==> src/rtl/dvp_pkg.sv <==
// Shared definitions for the DVP frame generator: FSM state encoding, default
// sensor timing and the RGB565 colour-bar table used when DVP_COLORBAR_EN is set.
package dvp_pkg;

  typedef enum logic [2:0] {
    ST_IDLE,
    ST_GAP,
    ST_VSP,
    ST_VSH,
    ST_VSQ,
    ST_LINE,
    ST_HBL
  } dvp_state_e;

  localparam int DEF_H_ACTIVE   = 640;
  localparam int DEF_V_ACTIVE   = 480;
  localparam int DEF_BPP        = 2;
  localparam int DEF_FRAME_GAP  = 500;
  localparam int DEF_VS_PRE     = 10;
  localparam int DEF_VS_WIDTH   = 10;
  localparam int DEF_VS_POST    = 100;
  localparam int DEF_H_BLANK    = 100;
  localparam int DEF_NUM_FRAMES = 0;

  // Longest single state duration; sizes the shared span counter.
  function automatic int max_span(input int a, input int b, input int c,
                                  input int d, input int e, input int f);
    int m;
    m = 1;
    if (a > m) m = a;
    if (b > m) m = b;
    if (c > m) m = c;
    if (d > m) m = d;
    if (e > m) m = e;
    if (f > m) m = f;
    return m;
  endfunction

  // Bars left to right: white, yellow, cyan, green, magenta, red, blue, black.
  function automatic logic [15:0] bar_colour(input logic [2:0] bar);
    logic [15:0] c;
    case (bar)
      3'd0:    c = 16'hFFFF;
      3'd1:    c = 16'hFFE0;
      3'd2:    c = 16'h07FF;
      3'd3:    c = 16'h07E0;
      3'd4:    c = 16'hF81F;
      3'd5:    c = 16'hF800;
      3'd6:    c = 16'h001F;
      default: c = 16'h0000;
    endcase
    return c;
  endfunction

endpackage

==> src/rtl/dvp_pixel_src.sv <==
// Registered pixel-byte source for the DVP generator. Default build emits a
// per-frame incrementing byte count; DVP_COLORBAR_EN selects 8 RGB565 colour bars.
module dvp_pixel_src
  import dvp_pkg::*;
#(
  parameter int H_ACTIVE = DEF_H_ACTIVE,
  parameter int PX_W     = 10
) (
  input  logic            clk,
  input  logic            rst_n,
  input  logic            clr,
  input  logic            byte_en,
  input  logic [PX_W-1:0] pixel_x,
  input  logic            byte_hi,
  output logic [7:0]      dout
);

`ifdef DVP_COLORBAR_EN
  localparam int BAR_W = (H_ACTIVE / 8 > 0) ? H_ACTIVE / 8 : 1;

  int          bar_i;
  logic [2:0]  bar;
  logic [15:0] colour;
  logic [7:0]  byte_next;

  always_comb begin
    bar_i     = int'(pixel_x) / BAR_W;
    bar       = (bar_i > 7) ? 3'd7 : bar_i[2:0];
    colour    = bar_colour(bar);
    byte_next = byte_hi ? colour[15:8] : colour[7:0];
  end

  always_ff @(posedge clk or negedge rst_n) begin
    if (!rst_n) begin
      dout <= 8'd0;
    end else if (clr) begin
      dout <= 8'd0;
    end else if (byte_en) begin
      dout <= byte_next;
    end
  end
`else
  logic [7:0] byte_cnt_reg;
  logic       unused_inputs;

  assign unused_inputs = ^{pixel_x, byte_hi};

  // Count runs across line boundaries and only restarts between frames.
  always_ff @(posedge clk or negedge rst_n) begin
    if (!rst_n) begin
      dout         <= 8'd0;
      byte_cnt_reg <= 8'd0;
    end else if (clr) begin
      dout         <= 8'd0;
      byte_cnt_reg <= 8'd0;
    end else if (byte_en) begin
      dout         <= byte_cnt_reg;
      byte_cnt_reg <= byte_cnt_reg + 8'd1;
    end
  end
`endif

endmodule

==> src/rtl/dvp_frame_gen.sv <==
// OV7670-style DVP transmitter: vsync/href/byte frames from a deterministic pattern.
// Define DVP_COLORBAR_EN to replace the byte-count pattern with RGB565 colour bars.
module dvp_frame_gen
  import dvp_pkg::*;
#(
  parameter int H_ACTIVE   = DEF_H_ACTIVE,
  parameter int V_ACTIVE   = DEF_V_ACTIVE,
  parameter int BPP        = DEF_BPP,
  parameter int FRAME_GAP  = DEF_FRAME_GAP,
  parameter int VS_PRE     = DEF_VS_PRE,
  parameter int VS_WIDTH   = DEF_VS_WIDTH,
  parameter int VS_POST    = DEF_VS_POST,
  parameter int H_BLANK    = DEF_H_BLANK,
  parameter int NUM_FRAMES = DEF_NUM_FRAMES
) (
  input  logic       clk,
  input  logic       rst_n,
  input  logic       start,
  input  logic       stop,
  output logic       vsync,
  output logic       href,
  output logic [7:0] dout,
  output logic       busy,
  output logic       frame_done,
  output logic [7:0] frame_cnt
);

  localparam int LINE_LEN = H_ACTIVE * BPP;
  localparam int MAX_SPAN = max_span(FRAME_GAP, VS_PRE, VS_WIDTH, VS_POST, LINE_LEN, H_BLANK);
  localparam int CNT_W    = (MAX_SPAN > 1) ? $clog2(MAX_SPAN) : 1;
  localparam int LN_W     = (V_ACTIVE > 1) ? $clog2(V_ACTIVE) : 1;
  localparam int PX_W     = (H_ACTIVE > 1) ? $clog2(H_ACTIVE) : 1;

  localparam logic [CNT_W-1:0] GAP_LAST  = CNT_W'(FRAME_GAP - 1);
  localparam logic [CNT_W-1:0] VSP_LAST  = CNT_W'(VS_PRE - 1);
  localparam logic [CNT_W-1:0] VSH_LAST  = CNT_W'(VS_WIDTH - 1);
  localparam logic [CNT_W-1:0] VSQ_LAST  = CNT_W'(VS_POST - 1);
  localparam logic [CNT_W-1:0] LINE_LAST = CNT_W'(LINE_LEN - 1);
  localparam logic [CNT_W-1:0] HBL_LAST  = CNT_W'(H_BLANK - 1);
  localparam logic [CNT_W-1:0] HBL_PRE   = CNT_W'((H_BLANK > 1) ? H_BLANK - 2 : 0);
  localparam logic [LN_W-1:0]  LN_LAST   = LN_W'(V_ACTIVE - 1);
  localparam logic [7:0]       NF_LIMIT  = 8'(NUM_FRAMES);

  dvp_state_e       state_reg;
  logic [CNT_W-1:0] cnt_reg;
  logic [LN_W-1:0]  line_reg;
  logic             stop_pend_reg;
  logic             vsync_reg, href_reg, busy_reg, frame_done_reg;
  logic [7:0]       frame_cnt_reg;

  logic             span_last, last_line;
  logic             pix_en, pix_hold, pix_clr, byte_hi;
  logic [CNT_W-1:0] next_idx;
  logic [PX_W-1:0]  pixel_x;

  assign last_line = (line_reg == LN_LAST);

  always_comb begin
    span_last = 1'b0;
    case (state_reg)
      ST_GAP:  span_last = (cnt_reg == GAP_LAST);
      ST_VSP:  span_last = (cnt_reg == VSP_LAST);
      ST_VSH:  span_last = (cnt_reg == VSH_LAST);
      ST_VSQ:  span_last = (cnt_reg == VSQ_LAST);
      ST_LINE: span_last = (cnt_reg == LINE_LAST);
      ST_HBL:  span_last = (cnt_reg == HBL_LAST);
      default: span_last = 1'b0;
    endcase
  end

  // Look one cycle ahead so the registered dout lines up with the registered href.
  always_comb begin
    pix_en   = ((state_reg == ST_VSQ) && span_last) ||
               ((state_reg == ST_HBL) && span_last && !last_line) ||
               ((state_reg == ST_LINE) && !span_last);
    pix_hold = ((state_reg == ST_LINE) && span_last) ||
               ((state_reg == ST_HBL) && !span_last);
    pix_clr  = !pix_en && !pix_hold;
    next_idx = (state_reg == ST_LINE) ? cnt_reg + 1'b1 : '0;
    pixel_x  = PX_W'(next_idx / CNT_W'(BPP));
    byte_hi  = ((next_idx % CNT_W'(BPP)) == '0);
  end

  always_ff @(posedge clk or negedge rst_n) begin
    if (!rst_n) begin
      state_reg      <= ST_IDLE;
      cnt_reg        <= '0;
      line_reg       <= '0;
      stop_pend_reg  <= 1'b0;
      vsync_reg      <= 1'b0;
      href_reg       <= 1'b0;
      busy_reg       <= 1'b0;
      frame_done_reg <= 1'b0;
      frame_cnt_reg  <= 8'd0;
    end else begin
      frame_done_reg <= 1'b0;
      cnt_reg        <= cnt_reg + 1'b1;
      case (state_reg)
        ST_IDLE: begin
          cnt_reg       <= '0;
          stop_pend_reg <= 1'b0;
          if (start) begin
            state_reg     <= ST_GAP;
            busy_reg      <= 1'b1;
            frame_cnt_reg <= 8'd0;
          end
        end
        ST_GAP: if (span_last) begin
          state_reg <= ST_VSP;
          cnt_reg   <= '0;
        end
        ST_VSP: if (span_last) begin
          state_reg <= ST_VSH;
          cnt_reg   <= '0;
          vsync_reg <= 1'b1;
        end
        ST_VSH: if (span_last) begin
          state_reg <= ST_VSQ;
          cnt_reg   <= '0;
          vsync_reg <= 1'b0;
        end
        ST_VSQ: if (span_last) begin
          state_reg <= ST_LINE;
          cnt_reg   <= '0;
          line_reg  <= '0;
          href_reg  <= 1'b1;
        end
        ST_LINE: if (span_last) begin
          state_reg <= ST_HBL;
          cnt_reg   <= '0;
          href_reg  <= 1'b0;
          if (last_line && (H_BLANK == 1)) frame_done_reg <= 1'b1;
        end
        ST_HBL: begin
          if (last_line && (H_BLANK > 1) && (cnt_reg == HBL_PRE)) frame_done_reg <= 1'b1;
          if (span_last) begin
            cnt_reg <= '0;
            if (!last_line) begin
              state_reg <= ST_LINE;
              line_reg  <= line_reg + 1'b1;
              href_reg  <= 1'b1;
            end else begin
              frame_cnt_reg <= frame_cnt_reg + 8'd1;
              if (stop_pend_reg || stop ||
                  ((NUM_FRAMES != 0) && ((frame_cnt_reg + 8'd1) == NF_LIMIT))) begin
                state_reg <= ST_IDLE;
                busy_reg  <= 1'b0;
              end else begin
                state_reg <= ST_GAP;
              end
            end
          end
        end
        default: begin
          state_reg <= ST_IDLE;
          busy_reg  <= 1'b0;
        end
      endcase
      if (stop && (state_reg != ST_IDLE)) stop_pend_reg <= 1'b1;
    end
  end

  dvp_pixel_src #(
    .H_ACTIVE (H_ACTIVE),
    .PX_W     (PX_W)
  ) u_pixel_src (
    .clk     (clk),
    .rst_n   (rst_n),
    .clr     (pix_clr),
    .byte_en (pix_en),
    .pixel_x (pixel_x),
    .byte_hi (byte_hi),
    .dout    (dout)
  );

  assign vsync      = vsync_reg;
  assign href       = href_reg;
  assign busy       = busy_reg;
  assign frame_done = frame_done_reg;
  assign frame_cnt  = frame_cnt_reg;

endmodule

==> config.mk <==
export PLATFORM = sky130hd
export DESIGN_NAME = dvp_frame_gen
export DESIGN_NICKNAME = d
export VERILOG_FILES = /design/src/rtl/dvp_pkg.sv /design/src/rtl/dvp_pixel_src.sv /design/src/rtl/dvp_frame_gen.sv
export SDC_FILE = /design/constraint.sdc
export NUM_CORES = 1
export LEC_CHECK = 0
export BUFFER_PORTS_ARGS = -buffer_cell sky130_fd_sc_hd__buf_2
export CORE_AREA = 8 8 117 119
export DETAILED_ROUTE_END_ITERATION = 10
export DIE_AREA = 0 0 125 127
export GPL_ROUTABILITY_DRIVEN = 0
export PLACE_DENSITY = 0.36
export SLEW_MARGIN = 30
export SYNTH_ARGS = -nofsm -noshare
export SYNTH_HDL_FRONTEND = slang
export SYNTH_SLANG_ARGS = --single-unit
==> constraint.sdc <==
create_clock -name clk -period 2.72 [get_ports clk]
set_input_delay 0.544 -clock clk [delete_from_list [all_inputs] [get_ports clk]]
set_output_delay 0.544 -clock clk [all_outputs]
set_load 0.02 [all_outputs]
**Word level (Yosys, flattened, before mapping)**

Cells that the tools add are included.

- Add/sub/neg operators: 4
- Eq/ne operators: 22
- Multiplexer cells: 40
- Bitwise logic cells: 1
- Reduce and logical (&&, ||, !) cells: 35

Operator list:

| operator | count |
|---|---|
| $mux W8 | 7 |
| $mux W9 | 3 |
| $mux W3 | 8 |
| $eq A11 B7 Y1 const B | 2 |
| $pmux W11 S2 | 1 |
| $pmux W3 S7 | 1 |
| $ne A2 B2 Y1 const B | 9 |
| $pmux W9 S2 | 1 |
| $add A8 B1 Y8 const B | 2 |
| $pmux W8 S2 | 1 |
| $mux W1 | 13 |
| $add A11 B1 Y11 const B | 1 |
| $eq A11 B11 Y1 const B | 1 |
| $eq A11 B4 Y1 const B | 1 |
| $eq A11 B9 Y1 const B | 1 |
| $mux W11 | 1 |
| $reduce_and A5 Y1 | 2 |
| $reduce_bool A2 Y1 | 5 |
| $add A9 B1 Y9 const B | 1 |
| $eq A3 B3 Y1 const B | 3 |
| $eq A9 B9 Y1 const B | 1 |
| $logic_and A1 B1 Y1 | 9 |
| $reduce_and A4 Y1 | 2 |
| $reduce_and A7 Y1 | 1 |
| other kinds (15) | 25 |

- Register bits: 52
- Input port bits: 4
- Output and inout bits: 20
- Word-level logic and storage cells: 113

**Depth between registers and ports, before layout**

- Depth after elaboration: 10
- Gate-level depth with buffers: 8
- Depth with buffers taken out: 7

**Hierarchy**

From an unflattened synthesis, not the netlist that was laid out.

- Cells, all modules: 314
- Area total of the unflattened synthesis: 2902.8 µm²

Modules (own cells, without submodules):

| module | times used | cells an instance | area each (µm²) | seq. area each (µm²) |
|---|---|---|---|---|
| dvp_frame_gen | 1 | 253 | 2215.9 | 900.9 |
| dvp_pixel_src | 1 | 61 | 686.9 | 400.4 |

**Worst setup path before layout**

Ideal clock, no wire load.

- Path kind: register to register
- Start point: register cnt_reg[2]
- End point: register u_pixel_src.byte_cnt_reg[0]
- Setup time: 125 ps
- Arrival: 2071 ps
- Required time: 2595 ps
- Setup slack: 524 ps
- Cell stages (with the launch flop): 8
- Path buffers: 1
- Period minus slack after synthesis: 2196 ps
- Cell sequence: dfrtp_1 or4b_4 mux2i_4 o2111a_4 a21oi_4 a21o_1 buf_6 mux2_2

- Longest elaborated chain between the ends: 9
- Elaborated cells between the ends (all ways): 20
- Classes of those cells: 4 x eq/ne; 2 x mux; 14 x reduce/logical

RTL lines:

| what | line | text |
|---|---|---|
| start: declaration | dvp_frame_gen.sv:45 | `logic [CNT_W-1:0] cnt_reg;` |
| start signal: assignment | dvp_frame_gen.sv:97 | `cnt_reg <= cnt_reg + 1'b1;` |
| $eq A11 B7 Y1, or another cell as far along | dvp_frame_gen.sv:64, dvp_frame_gen.sv:66 |  |
| $pmux W1 S4 (*) | dvp_frame_gen.sv:60 | `case (state_reg)` |
| $logic_and A1 B1 Y1 (2 in a row) | dvp_frame_gen.sv:74 | `((state_reg == ST_HBL) && span_last && !last_line) \|\|` |
| $logic_or A1 B1 Y1 | dvp_frame_gen.sv:73 | `pix_en = ((state_reg == ST_VSQ) && span_last) \|\|` |
| $logic_or A1 B1 Y1 | dvp_frame_gen.sv:74 |  |
| $logic_not A1 Y1 | dvp_frame_gen.sv:78 | `pix_clr = !pix_en && !pix_hold;` |
| $logic_and A1 B1 Y1 | dvp_frame_gen.sv:78 |  |
| $mux W8 or $reduce_bool A2 Y1 (tied branches) | - |  |
| end signal: assignment | dvp_pixel_src.sv:58 | `byte_cnt_reg <= byte_cnt_reg + 8'd1;` |
| end: declaration | dvp_pixel_src.sv:43 | `logic [7:0] byte_cnt_reg;` |

Mark *: on every way between the ends. The rest lies on a longest branch, timed or not.
A chain may end at the register's enable or synchronous reset.

**Worst setup path after layout**

Ends and elaborated chain as after synthesis.

==> metrics.txt <==
Post-Place Setup Slack=0.308 ns; status=completed; Synth Flop Type=dfrtp_1; adder-cell share of the synthesized area=2.50%; Routed WL per cell=15.6 µm; PwrDens=442 nW/µm²; largest net degree at the start of global routing=24; clk sink count=52; # hold bufs at CTS=0; vias per std cell=4.82; Core Area=11800 µm²; Area Growth Syn to Fin=17.6%; setup ws final=0.314 ns; Static Leak=1.51 nW; Post-Synth XOR/XNOR Area=3.92%; asr flop ratio synth=100%; post-synthesis sequential area ratio=44.8%; initial core utilization=24.6%; max reg flops=11; Die Span X=125 µm; Worst Path Arrival=2.59 ns; vias in the first global route=2309; initial antenna violation count=0; die height=127 µm; Inst Count DP=468; Total Power=1.51 mW; DP HPWL=5.51 mm; count of final hold-check violations=0; dpl cell area=3250 µm²; Rel. slew slack=47.1%; die area=15900 µm²; Overflow after GRT=0; total wire length=7.42 mm; Worst-path clk slew=0.07 ns; final setup TNS=0 ns; Ports=24; via count=2296; CP cell instances=or4b_4 > mux2i_4 > o2111a_4 > a21oi_4 > a21o_1 > mux2_2; final setup vio count=0; compound-cell area share of the yosys netlist=18.7%; Skew-Pair Late Insertion Delay=0.29 ns; PortBufs=23; post-route non-filler standard cell count=476; period utilisation layout=88.4%; Iter 0 DRT Violations=65; number of synthesized flops with an enable pin=0; max cap viols=0; Startpoint Class=register; Final nets=337; Ys Warns=0; final instance area=3420 µm²; Slew Viols, Final=0; Clock Tree Root=clkbuf_16; min Tclk post-route=2.41 ns; CTS H-Tree Depth=2; Seq cells post-synth=52; DRC viols=0; post-synthesis mux area share=3.57%; f_max=416 MHz; Peak VDD IR=0.175 mV; RSZ-0062 raised after global routing=no; largest cells by area after synthesis=dfrtp_1 45%, a22o_1 3.9%, o21ai_0 3.4%; R2R setup slack=0.31 ns; total track usage=9.59%; TritonCTS Buffers=5; Worst Max-Slew Pin Slew=0.787 ns; Unique masters post-synth=59; largest area contributor in the netlist=dfrtp_1; Syn Nets=305; CTS resizes=0; ant diodes=0; post-route ant nets=0; Yosys top cell area share=44.8%; top cell family by delay on the critical path=compound AO/OA/AOI/OAI gates; Buf+Inv Stages, Crit Path=0; synthesized instance count=296; multi-input logic area=1500 µm²; # fillers=1255; Clock Tree Buf Depth=2; Tightest Hold Check Type=input pin to asynchronous set/reset pin; Worst path slowest cell=or4b_4; DR pass1 iterations=4; mapped cell area=2910 µm²; skew final=0.00730 ns; layout cells sized above 1=19.8%; CP Capture Type=register; Synth Area per Inst=9.82 µm²; FP Rows=40; CP Max Fanout=10; register area=1300 µm²; largest family of logic cells by synthesized area=simple AND/OR/NAND/NOR gates; Crit Path Class=register to register; TritonCTS clock tree=yes; Synth Area in Simple Gates=22.7%; Worst path max stage delay=0.57 ns; Post-CTS Setup Bufs=0; Data required, critical path=2.90 ns; first-pass GRT wire length=12.3 mm
## where the power goes
| group | internal (mW) | total (mW) | switching, mW | leakage [nW] |
|---|---|---|---|---|
| clock network | 0.433 | 0.720 | 0.287 | 0.0798 |
| logic | 0.00358 | 0.0200 | 0.0164 | 0.767 |
| registers | 0.773 | 0.773 | 0.00000000000000000715 | 0.660 |
| total | 1.21 | 1.51 | 0.303 | 1.51 |
## logic make-up after synthesis
kind of cell / after synthesis
DFF: 52
adders and majority gates: 6
and+or+nand+nor: 118
AOI/OAI and AO/OA: 73
xor gates and xnor gates: 13
muxes: 9
buffers and inverters: 25
## routing by layer
| metal | up-vias | routed length (µm) | track usage, % |
|---|---|---|---|
| met5 | - | 0 | 0 |
| met4 | 0 | 72 | 2.65 |
| met3 | 8 | 209 | 2.29 |
| met2 | 22 | 3370 | 15.2 |
| met1 | 1101 | 3770 | 12.7 |
| li1 | 1165 | - | - |
## area by class of cell
class                      instances  area share (%)
multi-input combinational        219            43.7
clock buffer                       5            3.66
tap                              147            5.38
timing repair buffer              38            6.66
sequential                        52            38.0
clock inverter                     3            1.24
inverter                          12            1.32
## layout by cell type, fill, tap and decap left out, types with 7 or more instances in the layout
cell,synthesis,layout
buf_4,0,15
nand4_1,7,7
a21oi_1,8,8
nor3_1,10,10
a22o_1,13,13
inv_1,12,12
buf_2,2,23
o21ai_0,20,20
nor2_1,24,24
nand2_1,24,24
dfrtp_1,52,52
mux2i_1,7,7
nand3_1,14,14
xor2_1,7,7
## synthesized netlist by cell type (2+ instances only)
| cell | count |
|---|---|
| dfrtp_1 | 52 |
| nand2_1 | 24 |
| nor2_1 | 24 |
| o21ai_0 | 20 |
| nand3_1 | 14 |
| a22o_1 | 13 |
| inv_1 | 12 |
| nor3_1 | 10 |
| a21oi_1 | 8 |
| clkbuf_1 | 8 |
| mux2i_1 | 7 |
| nand4_1 | 7 |
| xor2_1 | 7 |
| and3_1 | 6 |
| o31ai_1 | 6 |
| xnor2_1 | 6 |
| ha_1 | 5 |
| or3_1 | 5 |
| nor4_1 | 4 |
| a211oi_1 | 3 |
| a22o_2 | 3 |
| nand2b_1 | 3 |
| nand4b_1 | 3 |
| a2111oi_0 | 2 |
| a211o_1 | 2 |
| a21o_1 | 2 |
| and2_1 | 2 |
| and4_1 | 2 |
| buf_2 | 2 |
| buf_6 | 2 |
| nand3b_1 | 2 |
| o22ai_1 | 2 |
| or2_2 | 2 |
## worst reg2reg max path: stages, from the launching register on
cell	delay, ns
dfrtp_1	0.45
or4b_4	0.58
mux2i_4	0.19
o2111a_4	0.34
a21oi_4	0.11
a21o_1	0.32
mux2_2	0.31
## stage by stage
stage / utilization, % / hold slack [ns]
2_1_floorplan: - / 0.248
3_3_place_gp: 27.5 / 0.476
3_5_place_dp: 27.5 / 0.478
4_1_cts: 29.0 / 0.246
5_1_grt: 29.0 / 0.269
6_report: 29.0 / 0.225
## path summary, 6_finish.rpt
kind,depth (start not counted),start,end
max,6,cnt_reg[2]$_DFF_PN0_,u_pixel_src.byte_cnt_reg[0]$_DFFE_PN0P_
min,1,rst_n,line_reg[4]$_DFFE_PN0P_
max reg2reg,6,cnt_reg[2]$_DFF_PN0_,u_pixel_src.byte_cnt_reg[0]$_DFFE_PN0P_
min reg2reg,1,u_pixel_src.byte_cnt_reg[7]$_DFFE_PN0P_,u_pixel_src.byte_cnt_reg[7]$_DFFE_PN0P_
max in group asynchronous,2,rst_n,cnt_reg[6]$_DFF_PN0_
min in group clk,1,u_pixel_src.byte_cnt_reg[7]$_DFFE_PN0P_,u_pixel_src.byte_cnt_reg[7]$_DFFE_PN0P_
(Power assumes the default switching activity.)
